$ cat config.mk
export PLATFORM = sky130hd
export DESIGN_NAME = tms_rom_loader
export DESIGN_NICKNAME = d
export VERILOG_FILES = /design/src/rtl/tms_rom_loader.sv
export SDC_FILE = /design/constraint.sdc
export NUM_CORES = 1
export LEC_CHECK = 0
export CAP_MARGIN = 20
export CORE_ASPECT_RATIO = 1.4
export CORE_MARGIN = 10
export CORE_UTILIZATION = 30
export CTS_CLUSTER_DIAMETER = 50
export DETAILED_ROUTE_END_ITERATION = 8
export GPL_ROUTABILITY_DRIVEN = 0
export GPL_TIMING_DRIVEN = 0
export PLACE_DENSITY = 0.53
export SYNTH_ARGS = -nofsm -noshare
export SYNTH_HDL_FRONTEND = slang
export SYNTH_SLANG_ARGS = --single-unit
$ cat constraint.sdc
create_clock -name wb_clk_i -period 5.25 [get_ports wb_clk_i]
set_input_delay 1.3125 -clock wb_clk_i [delete_from_list [all_inputs] [get_ports wb_clk_i]]
set_output_delay 1.3125 -clock wb_clk_i [all_outputs]
set_load 0.02 [all_outputs]
$ cat src/rtl/tms_rom_loader.sv
// ---------------------------------------------------------------------------
// tms_rom_loader
//
// Boot-time program loader for the TMS1x00 core. After reset (or a reload
// pulse while idle) it issues a SPI READ (0x03) to external flash at
// FLASH_BASE and streams WORDS 32-bit words into the OpenRAM program store
// through its write port. The CPU is held in reset until the image is loaded.
//
// Ports
//   wb_clk_i   in   system clock
//   wb_rst_n   in   asynchronous reset, active low
//   reload     in   1-cycle pulse, restarts a full load (ignored while busy)
//   spi_sck    out  flash clock, SPI mode 0
//   spi_cs_n   out  flash chip select, active low
//   spi_mosi   out  flash data in, MSB first
//   spi_miso   in   flash data out
//   ram_csb    out  OpenRAM write-port select, active low
//   ram_web    out  OpenRAM write enable, active low
//   ram_wmask  out  byte write mask
//   ram_addr   out  word address
//   ram_din    out  write data (flash byte n lands in bits [8n+7:8n])
//   busy       out  load in progress
//   cpu_reset  out  reset to the core, high until a load completes
//   dbg_state  out  current FSM state encoding (state_t)
//
// RAM write protocol: the write port has no back-pressure. A write is a
// single-cycle strobe: ram_csb=0, ram_web=0, ram_wmask=4'hF with ram_addr and
// ram_din valid in that same cycle; the RAM must accept it unconditionally.
// ---------------------------------------------------------------------------
module tms_rom_loader #(
  parameter logic [23:0] FLASH_BASE = 24'h000000,
  parameter int          WORDS      = 512,
  parameter int          CLK_DIV    = 2      // clocks per SCK half-period, 1..256
) (
  input  logic        wb_clk_i,
  input  logic        wb_rst_n,
  input  logic        reload,
  output logic        spi_sck,
  output logic        spi_cs_n,
  output logic        spi_mosi,
  input  logic        spi_miso,
  output logic        ram_csb,
  output logic        ram_web,
  output logic [3:0]  ram_wmask,
  output logic [8:0]  ram_addr,
  output logic [31:0] ram_din,
  output logic        busy,
  output logic        cpu_reset,
  output logic [2:0]  dbg_state
);

  typedef enum logic [2:0] {
    S_IDLE   = 3'd0,
    S_CMD    = 3'd1,
    S_ADDR   = 3'd2,
    S_DATA   = 3'd3,
    S_WRITE  = 3'd4,
    S_FINISH = 3'd5
  } state_t;

  localparam logic [7:0]  DIV_LAST  = 8'(CLK_DIV - 1);
  localparam logic [9:0]  LAST_WORD = 10'(WORDS - 1);
  // Command byte followed by the 24-bit address, shifted out as one word.
  localparam logic [31:0] HDR       = {8'h03, FLASH_BASE};

  state_t      r_state;
  state_t      w_state_next;

  logic [7:0]  r_div;
  logic        r_sck;
  logic        r_cs_n;
  logic        r_mosi;
  logic [31:0] r_tx;
  logic [31:0] r_rx;
  logic [4:0]  r_bit;
  logic [9:0]  r_word;
  logic        r_boot;
  logic        r_ram_csb;
  logic        r_ram_web;
  logic [3:0]  r_ram_wmask;
  logic [8:0]  r_ram_addr;
  logic [31:0] r_ram_din;
  logic        r_busy;
  logic        r_cpu_reset;

  logic        w_shifting;
  logic        w_tick;
  logic        w_rise;
  logic        w_fall;
  logic        w_last_bit;
  logic [31:0] w_word;

  assign w_shifting = (r_state == S_CMD) || (r_state == S_ADDR) || (r_state == S_DATA);
  assign w_tick     = w_shifting && (r_div == DIV_LAST);
  assign w_rise     = w_tick && !r_sck;
  assign w_fall     = w_tick && r_sck;
  assign w_last_bit = (r_bit == 5'd31);
  // The first byte received sits in r_rx[31:24]; it must become the LSB.
  assign w_word     = {r_rx[7:0], r_rx[15:8], r_rx[23:16], r_rx[31:24]};

  // State register
  always_ff @(posedge wb_clk_i or negedge wb_rst_n) begin
    if (!wb_rst_n) begin
      r_state <= S_IDLE;
    end else begin
      r_state <= w_state_next;
    end
  end

  // Next-state logic. Bit boundaries are the SCK falling edges: the bit
  // counter advances there, so a byte/word is complete on the fall that
  // follows its last rising-edge sample.
  always_comb begin
    w_state_next = r_state;
    case (r_state)
      S_IDLE:   if (r_boot || reload)        w_state_next = S_CMD;
      S_CMD:    if (w_fall && r_bit == 5'd7) w_state_next = S_ADDR;
      S_ADDR:   if (w_fall && w_last_bit)    w_state_next = S_DATA;
      S_DATA:   if (w_fall && w_last_bit)    w_state_next = S_WRITE;
      S_WRITE:  w_state_next = (r_word == LAST_WORD) ? S_FINISH : S_DATA;
      S_FINISH: w_state_next = S_IDLE;
      default:  w_state_next = S_IDLE;
    endcase
  end

  // Datapath and registered outputs
  always_ff @(posedge wb_clk_i or negedge wb_rst_n) begin
    if (!wb_rst_n) begin
      r_div       <= 8'd0;
      r_sck       <= 1'b0;
      r_cs_n      <= 1'b1;
      r_mosi      <= 1'b0;
      r_tx        <= 32'd0;
      r_rx        <= 32'd0;
      r_bit       <= 5'd0;
      r_word      <= 10'd0;
      r_boot      <= 1'b1;
      r_ram_csb   <= 1'b1;
      r_ram_web   <= 1'b1;
      r_ram_wmask <= 4'h0;
      r_ram_addr  <= 9'd0;
      r_ram_din   <= 32'd0;
      r_busy      <= 1'b0;
      r_cpu_reset <= 1'b1;
    end else begin
      case (r_state)
        S_IDLE: begin
          // r_boot makes the first clock after reset release start a load.
          if (r_boot || reload) begin
            r_boot      <= 1'b0;
            r_busy      <= 1'b1;
            r_cpu_reset <= 1'b1;
            r_cs_n      <= 1'b0;
            r_sck       <= 1'b0;
            r_div       <= 8'd0;
            r_bit       <= 5'd0;
            r_word      <= 10'd0;
            r_tx        <= HDR;
            r_mosi      <= HDR[31];   // bit 0 is presented at CS assert
          end
        end

        S_CMD, S_ADDR, S_DATA: begin
          if (w_tick) begin
            r_div <= 8'd0;
            r_sck <= ~r_sck;
          end else begin
            r_div <= r_div + 8'd1;
          end

          if (w_rise && r_state == S_DATA) begin
            r_rx <= {r_rx[30:0], spi_miso};
          end

          if (w_fall) begin
            r_bit <= r_bit + 5'd1;
            if (r_state != S_DATA) begin
              r_tx   <= {r_tx[30:0], 1'b0};
              r_mosi <= r_tx[30];
            end
            if (r_state == S_DATA && w_last_bit) begin
              r_ram_csb   <= 1'b0;
              r_ram_web   <= 1'b0;
              r_ram_wmask <= 4'hF;
              r_ram_addr  <= r_word[8:0];
              r_ram_din   <= w_word;
            end
          end
        end

        S_WRITE: begin
          r_ram_csb   <= 1'b1;
          r_ram_web   <= 1'b1;
          r_ram_wmask <= 4'h0;
          r_word      <= r_word + 10'd1;
          r_div       <= 8'd0;
          // Flash stays selected between words (continuous read).
          if (r_word == LAST_WORD) begin
            r_cs_n <= 1'b1;
          end
        end

        S_FINISH: begin
          r_busy      <= 1'b0;
          r_cpu_reset <= 1'b0;
        end

        default: begin
          r_cs_n <= 1'b1;
        end
      endcase
    end
  end

  assign spi_sck   = r_sck;
  assign spi_cs_n  = r_cs_n;
  assign spi_mosi  = r_mosi;
  assign ram_csb   = r_ram_csb;
  assign ram_web   = r_ram_web;
  assign ram_wmask = r_ram_wmask;
  assign ram_addr  = r_ram_addr;
  assign ram_din   = r_ram_din;
  assign busy      = r_busy;
  assign cpu_reset = r_cpu_reset;
  assign dbg_state = r_state;

endmodule
==> run metrics <==
status complete, no violations; TNS Setup 0 ns; VDD IR max 0.000195 V; DP HPWL 6960 um; area of placed instances 5790 sq um; Pleak 3.07 nW; Slew Limit Headroom 37.9%; cell count after placement 635; synth top area cells dfrtp_1 (56%), mux2_2 (10%), mux2_4 (9.1%); unrepaired setup endpoints after global routing false; fin area 6350 sq um; Final setup viols 0; crit path cell chain clkdlybuf4s50_1 -> nor2_1 -> or4_1 -> clkbuf_1 -> a21boi_0 -> buf_2 -> mux2_2; Initial Util 30.5%; hold buffer count at cts 0; Ys Warns 0; Clock transition at path regs 0.05 ns; PwrDens 316 nW/um^2; Crit. Startpoint reload; worst r2r src r_bit[0]$_DFFE_PN0P_; Min Hold Slack 0.462 ns; Mapped Area 4930 sq um; post-DR wirelength/cell 15.3 um; Remaining Overflow, GRT 0; top cell type's share of synthesized area 55.8%; CTS max path bufs 2; Starting DRT DRC Count 137; critical path startpoint category input port; num rows 55; layout cells sized above 1 26.5%; Core Region 16200 sq um; Most used DFF post-synth dfrtp_1; min-delay worst type reg2reg; antenna-violating nets left 0; number of synthesized flops with an enable pin 0; io pins 59; Non-Filler Instances 663; global-route wire length before repair 17100 um; Die Width 128 um; drt pass-1 iters 4; initial antenna violation count 0; critical path fanouts, max 9; ant diodes 0; Via density 4.75; worst skew pair latency 0.41 ns; Synth Register Bits 114; CTS resizes 0; vias in the first global route 3329; FMAX 329 MHz; clock root buffer clkbuf_16; slowest CP cell clkdlybuf4s50_1; Die H 172 um; endpoints failing hold 0; DR DRC count 0; CTS tree yes; Syn Inst Count 377; WS Path Type in2reg; syn_area_per_cell 13.1 sq um; Crit path required time 5.54 ns; CP peak stage delay 0.47 ns; Nets 464; H-tree levels 4; Hold Startpoint r_boot$_DFFE_PN1P_; final core occ 39.3%; Area growth, synth to finish 28.8%; postcts setup bufs 0; Die ar. 22100 sq um; post-synth top area cell dfrtp_1; Setup crit end kind register; CP Data Arrival Time 3.34 ns; largest net degree at the start of global routing 82; clk_skew 0.00679 ns; Async SR Flop Fraction 100%; post-synth cell types 52; CTS Buf Count 17; maxcap violations 0; fin crit share 58.0%; Seq/Total Area, Yosys 57.9%; port bufs 58; Tot GR Track Use 9.81%; synthesized net count 386; Num Clock Sinks 114; Post-Route WL 10200 um; vias 3146; Final Max Tran Viols 0; measured slew at the worst slew-check pin 0.922 ns; Final Critical Period 3.04 ns
[Yosys cell counts (3+ instances only)]
library cell / count
a21oi_1: 8
xor2_1: 3
mux2_2: 44
ha_1: 5
inv_1: 13
nor2_1: 14
o21ai_0: 24
dfrtp_1: 110
nand4_1: 5
buf_6: 3
nand2_1: 27
buf_4: 4
and3_1: 4
nand3_1: 10
clkbuf_1: 11
dfstp_2: 4
mux2_4: 30
buf_2: 3
or3_1: 7
o211ai_1: 3
mux2i_1: 8
[power by group]
part / internal [mW] / total [mW] / switching, mW
clock: 0.713 / 1.09 / 0.375
sequential: 0.883 / 0.886 / 0.00222
combinational: 0.00912 / 0.0323 / 0.0232
[worst paths after layout]
kind,end,slack (ns),cells after the start
max in group asynchronous,r_tx[29]$_DFFE_PN0P_,3.75,2
min reg2reg,r_boot$_DFFE_PN1P_,0.46,1
min,r_boot$_DFFE_PN1P_,0.46,1
min in group asynchronous,r_div[6]$_DFFE_PN0P_,0.79,1
max reg2reg,ram_addr[4]$_DFFE_PN0P_,2.70,7
max,r_tx[25]$_DFFE_PN0P_,2.21,7
[logic make-up after synthesis]
group                      after synthesis  synth area share (%)
xor gates and xnor gates                 4                 0.710
and+or+nand+nor                         83                  8.95
adders and majority gates                5                  1.27
AOI/OAI and AO/OA                       55                  6.95
buffers and inverters                   34                  3.42
DFF                                    114                  57.9
muxes                                   82                  20.8
[worst max-delay path, delay by kind of cell]
family	cells	cell delay, ns
buf+inv	3	0.97
compound gates	1	0.21
mux	1	0.36
simple gates	2	0.48
[sequential cells by signal, summed over array words and instances (netlist names)]
register and cells:
r_rx 32, ram_din 32, r_word 10, ram_addr 9, r_div 8, r_tx 7, r_bit 5, dbg_state 3
busy 1, cpu_reset 1, r_boot 1, ram_web 1, ram_wmask 1, spi_cs_n 1, spi_mosi 1, spi_sck 1
[routing by layer]
metal	track usage, %	share of wire (%)
met3	3.85	5.5
met2	15.9	49
met4	4.12	1.4
met1	11.2	44
met5	0	0
[placed cells by master (no fill, tap or decap), types with 2 or more instances in the layout]
| master | synthesis | routed |
|---|---|---|
| dfrtp_1 | 110 | 110 |
| clkdlybuf4s50_1 | 0 | 57 |
| mux2_2 | 44 | 44 |
| mux2_4 | 30 | 30 |
| nand2_1 | 27 | 27 |
| o21ai_0 | 24 | 24 |
| clkbuf_16 | 0 | 17 |
| nor2_1 | 14 | 14 |
| inv_1 | 13 | 13 |
| clkbuf_1 | 11 | 12 |
| nand3_1 | 10 | 10 |
| mux2i_1 | 8 | 8 |
| a21oi_1 | 8 | 8 |
| or3_1 | 7 | 7 |
| clkbuf_8 | 0 | 6 |
| nand4_1 | 5 | 5 |
| ha_1 | 5 | 5 |
| and3_1 | 4 | 4 |
| buf_6 | 3 | 4 |
| buf_4 | 4 | 4 |
| dfstp_2 | 4 | 4 |
| buf_2 | 3 | 3 |
| xor2_1 | 3 | 3 |
| o211ai_1 | 3 | 3 |
| and2_1 | 2 | 2 |
| or4_1 | 2 | 2 |
| a21boi_0 | 2 | 2 |
| o31ai_1 | 2 | 2 |
| a22o_1 | 2 | 2 |
| a31oi_1 | 2 | 2 |
| clkinvlp_4 | 0 | 2 |
[stage by stage]
step | total power, mW | setup WS [ns]
CTS | 2.04 | 2.22
global route | 2.08 | 2.12
global placement | 0.931 | -1.68
detailed placement | 0.934 | 1.77
finish | 2.01 | 2.21
floorplan | 0.907 | 2.49
[layout make-up]
| cell class | instances | area [sq um] |
|---|---|---|
| Clock buffer | 24 | 512 |
| Clock inverter | 4 | 50.0 |
| Sequential cell | 114 | 2860 |
| Buffer | 21 | 120 |
| Inverter | 13 | 48.8 |
| Timing Repair Buffer | 59 | 609 |
| Fill cell | 1529 | 9820 |
| Multi-Input combinational cell | 229 | 1910 |
| Tap cell | 199 | 249 |
No activity file was read; power rests on OpenSTA's default activity.
==> RTL change 1: new RTL, config.mk and constraints unchanged <==
Register the output `ram_din` once more, cleared by the reset; this adds one clock of latency there. The other outputs are not delayed to match. Comments in the files are not updated.
--- a/src/rtl/tms_rom_loader.sv
+++ b/src/rtl/tms_rom_loader.sv
@@ -219,7 +219,13 @@
   assign ram_web   = r_ram_web;
   assign ram_wmask = r_ram_wmask;
   assign ram_addr  = r_ram_addr;
-  assign ram_din   = r_ram_din;
+  always_ff @(posedge wb_clk_i or negedge wb_rst_n) begin
+    if (!wb_rst_n) begin
+      ram_din <= '0;
+    end else begin
+      ram_din <= r_ram_din;
+    end
+  end
   assign busy      = r_busy;
   assign cpu_reset = r_cpu_reset;
   assign dbg_state = r_state;
Function: same outputs for any inputs over 10 cycles, from zero or initial values and one cycle with wb_rst_n low; that may be too few to reach the edited logic, so the function may still have changed.
==> RTL change 1 against the original RTL <==
  * Final area grew 14%
  * Worst setup slack improved by 0.011 ns
  * Non-clock buffer count grew 3
  * Critical endpoint is now r_tx[27]
  * Sequential cell count increased by 32
  * Via count grew 12%
  * Fmax up 0.35%
  * Wire length is 7.1% higher
  * Count of clock-buffer cells in the layout down 4
  * Critical path type unchanged
  * Area after synthesis is 16% higher
  * Worst hold slack got worse by 0.098 ns
Power is not compared: it rests on default switching activity, and its combinational part moved more than twofold at a synthesized area within 25%.
==> RTL change 1: results (changes against the original RTL) <==
* Status: completed
* Met3 demand-to-capacity share in global routing at 3.28% (-0.57 points)
* Post-Route Hold Slack at 0.363 ns (-0.0982 ns)
* CP Data Arrival Time at 3.35 ns (about the same)
* Max incr delay on CP at 0.50 ns (+0.03 ns)
* Met2 wire len at 5700 um (+14%)
* Post-CTS setup buffer count at 0 (unchanged)
* Share of cell area taken by muxes after synthesis at 14.8% (-6.0 points)
* Area post-placement at 6650 um^2 (+15%)
* Uppermost metal layer occupied by signal nets: met4
* Largest driver fanout on the critical path at 10 (+1)
* Worst Skew at 0.0126 ns (+0.00584 ns)
* Sequential fraction of the synthesis area at 63.8% (+5.9 points)
* Global-route wire length before repair at 18500 um (+8.2%)
* Routed vias/inst at 4.64 (-2.2%)
* Hold_sp: r_ram_din[7]
* Global routing usage summed across all routing layers at 9.27% (-0.54 points)
* Met2 track utilization from global routing at 15.1% (-0.76 points)
* Number of cells in the finished layout apart from fillers at 760 (+15%)
* Slew at the pin closest to its max-slew limit at 0.806 ns (-0.116 ns)
* Largest cells by area after synthesis: sky130_fd_sc_hd__dfrtp_1 (62%), sky130_fd_sc_hd__mux2_2 (14%), sky130_fd_sc_hd__nand2_1 (2.5%)
* FFs w/ async S/R, synth at 100% (unchanged)
* Number of nets in the final layout at 512 (+10%)
* Met1 wire length at 4420 um (-1.0%)
* Number of DRC markers after the initial detailed-route iteration at 256 (+87%)
* Wire length per cell after detailed routing at 14.3 um (-6.5%)
* Hold Path Depth at 0 (-1)
* Post-CTS Resized at 0 (unchanged)
* Slowest library cell on the worst path: sky130_fd_sc_hd__a32oi_2
* Mean instance size in the synthesized netlist at 13.5 um^2 (+3.1%)
* Worst-case hold path end point: ram_din[7]
* Capture point of the worst reg-to-reg path: r_rx[25]
* Final HPWL from detailed placement at 7700 um (+11%)
* Ratio of cells with drive above 1 in the final layout at 25.6% (-0.93 points)
* Layout filler cell count at 1755 (+15%)
* Maximum number of pins on one net before global-route repair at 88 (+7.3%)
* Adder-cell share of the synthesized area at 1.09% (-0.18 points)
* Area fraction in compound gates after synthesis at 7.99% (+1.0 points)
* Via count of the first global-routing pass at 3690 (+11%)
* Reg2Reg Setup Slack at 2.92 ns (+0.22 ns)
* FF-to-FF Start: r_div[1]
* Wire length on met3 at 583 um (+5.2%)
* Share of the synthesized netlist area taken by xor and xnor gates at 0.458% (-0.25 points)
* Setup slack at placement at 1.77 ns (-0.00203 ns)
* M1 GR Usage at 10.6% (-0.61 points)
* Instance count after placement with tap cells included at 728 (+15%)
[RTL change 1: changes by cell type in the layout (fill, tap and decap cells not counted), moves of 7 or more]
cell                      change
sky130_fd_sc_hd__nand2_1     +11
sky130_fd_sc_hd__dfrtp_1     +32
sky130_fd_sc_hd__mux2_2      +27
sky130_fd_sc_hd__inv_1        -7
sky130_fd_sc_hd__mux2_4      -30
[RTL change 1: area by class of cell]
| class | count | area (um^2) | area share [%] |
|---|---|---|---|
| Multi-Input combinational cell | 249 | 1920 | 26.6 |
| Sequential cell | 146 | 3660 | 50.7 |
| Inverter | 6 | 22.5 | 0.312 |
| Buffer | 24 | 135 | 1.87 |
| Clock buffer | 20 | 447 | 6.19 |
| Tap cell | 244 | 305 | 4.23 |
| Timing Repair Buffer | 59 | 609 | 8.44 |
| Clock inverter | 12 | 121 | 1.68 |
[RTL change 1: report_power, final]
part           switching [uW]  total, uW  internal (uW)
sequential                140       1430           1290
clock                     477       1150            674
combinational             546        962            416
total                    1160       3550           2380
==> RTL change 2: new RTL, same flow settings <==
Without the edit above. `WORDS`: 512 -> 256.
--- a/src/rtl/tms_rom_loader.sv
+++ b/src/rtl/tms_rom_loader.sv
@@ -29,7 +29,7 @@
 // ---------------------------------------------------------------------------
 module tms_rom_loader #(
   parameter logic [23:0] FLASH_BASE = 24'h000000,
-  parameter int          WORDS      = 512,
+  parameter int          WORDS      = 256,
   parameter int          CLK_DIV    = 2      // clocks per SCK half-period, 1..256
 ) (
   input  logic        wb_clk_i,
Formal check against the unedited RTL: same outputs for any inputs over 10 cycles, from zero or initial values and one cycle with wb_rst_n low; that may be too few to reach the edited logic, so the function may still have changed.
==> RTL change 2 against the original RTL <==
  * First-iteration DRC count is 68% higher
  * Global-route usage up 0.21 points
  * Area after synthesis increased by 0.89%
  * Wire length rose by 1.5%
  * Count of clock-buffer cells in the layout is 2 lower
  * Critical path depth fell by 5
  * Final area grew 0.61%
  * Worst setup slack better by 0.097 ns
  * Via count is 0.38% lower
  * Sequential cell count stayed put
  * Register-to-register slack improved by 0.07 ns
  * Die area grew 0.77%
  * Critical path type is now reg -> out
  * Critical endpoint is now ram_web
  * Highest routed layer unchanged
Power is not compared: it rests on default switching activity, and its combinational part moved more than twofold at a synthesized area within 25%.
==> RTL change 2: results (changes against the original RTL) <==
* Most common library cells after synthesis: sky130_fd_sc_hd__dfrtp_1 (110), sky130_fd_sc_hd__mux2_4 (38), sky130_fd_sc_hd__mux2_2 (35)
* Headroom to the max-slew limit at 42.3% (+4.3 points)
* M1 GR Usage at 11.6% (+0.37 points)
* Number of distinct library cells after synthesis at 51 (-1.9%)
* Largest cells by area after synthesis: sky130_fd_sc_hd__dfrtp_1 (55%), sky130_fd_sc_hd__mux2_4 (11%), sky130_fd_sc_hd__mux2_2 (7.9%)
* Max incr delay on CP at 0.59 ns (+0.12 ns)
* Met2 track utilization from global routing at 16.4% (+0.50 points)
* CP Data Arrival Time at 1.63 ns (-1.71 ns)
* Worst Skew at 0.0111 ns (+0.00427 ns)
* Status: completed
* Maximum number of pins on one net before global-route repair at 68 (-17%)
* Area post-placement at 5840 um^2 (+0.76%)
* Met3 demand-to-capacity share in global routing at 3.74% (-0.11 points)
* Synth Net Count at 383 (-0.78%)
* Via count of the routed design at 3134 (-0.38%)
* Layout filler cell count at 1568 (+2.6%)
* Number of DRC markers after the initial detailed-route iteration at 230 (+68%)
* Sequential fraction of the synthesis area at 57.4% (-0.51 points)
* Global-route wire length before repair at 17400 um (+2.1%)
* Diodes inserted at 0 (unchanged)
* Final wirelength at 10300 um (+1.5%)
* Number of nets in the final layout at 461 (-0.65%)
* Global routing usage summed across all routing layers at 10.0% (+0.21 points)
* Ratio of cells with drive above 1 in the final layout at 26.9% (+0.39 points)
* Via count of the first global-routing pass at 3307 (-0.66%)
* Largest driver fanout on the critical path at 3 (-6)
* Largest delay share family, worst path: buffers and inverters
==> RTL change 2: layout make-up <==
type | instances | area [um^2] | area share [%]
well taps | 199 | 249 | 3.89
clock inverters | 6 | 82.6 | 1.29
plain buffers | 19 | 128 | 2.00
inverters | 8 | 30.0 | 0.470
repair buffers | 59 | 609 | 9.53
multi-input cells | 233 | 1960 | 30.7
clock buffers | 22 | 474 | 7.42
flip-flops and latches | 114 | 2860 | 44.7
==> RTL change 2: metal layers <==
metal | vias up | part of all wire (%)
li1 | 1490 | -
met1 | 1577 | 44
met2 | 49 | 50
met3 | 18 | 4.6
met4 | 0 | 1.5
met5 | - | 0
==> RTL change 2: path summary, 6_finish.rpt <==
| path | start | end | slack [ns] | depth (start not counted) |
|---|---|---|---|---|
| max | ram_web | ram_web | 2.30 | 2 |
| min | r_boot | r_boot | 0.46 | 1 |
| max reg2reg | r_div[1] | r_rx[18] | 2.77 | 7 |
| min reg2reg | r_boot | r_boot | 0.46 | 1 |
| max in group asynchronous | wb_rst_n | ram_din[5] | 3.73 | 2 |
| min in group asynchronous | wb_rst_n | r_div[2] | 0.84 | 1 |
==> RTL change 2: per-stage QoR <==
stage          cells  setup WS [ns]  hold slack, ns  TNS (ns)
2_1_floorplan    374           2.84           0.445         0
3_3_place_gp     631          -1.64           0.454   -180.40
3_5_place_dp     632           1.92           0.459         0
4_1_cts          660           2.27           0.467         0
5_1_grt          660           2.20           0.490         0
6_report         660           2.30           0.464         0
==> RTL change 2: logic make-up after synthesis <==
group,synth area share (%)
DFF,57.4
AOI/OAI and AO/OA,6.86
xor gates and xnor gates,0.704
and+or+nand+nor,10.0
buffers and inverters,3.17
adders and majority gates,1.26
muxes,20.6
==> RTL change 2: power by group <==
part / leakage [uW] / total (uW) / switching (uW) / internal (uW)
logic: 0.00126 / 426 / 230 / 197
clock network: 0.000274 / 1090 / 367 / 721
registers: 0.00152 / 1150 / 130 / 1020
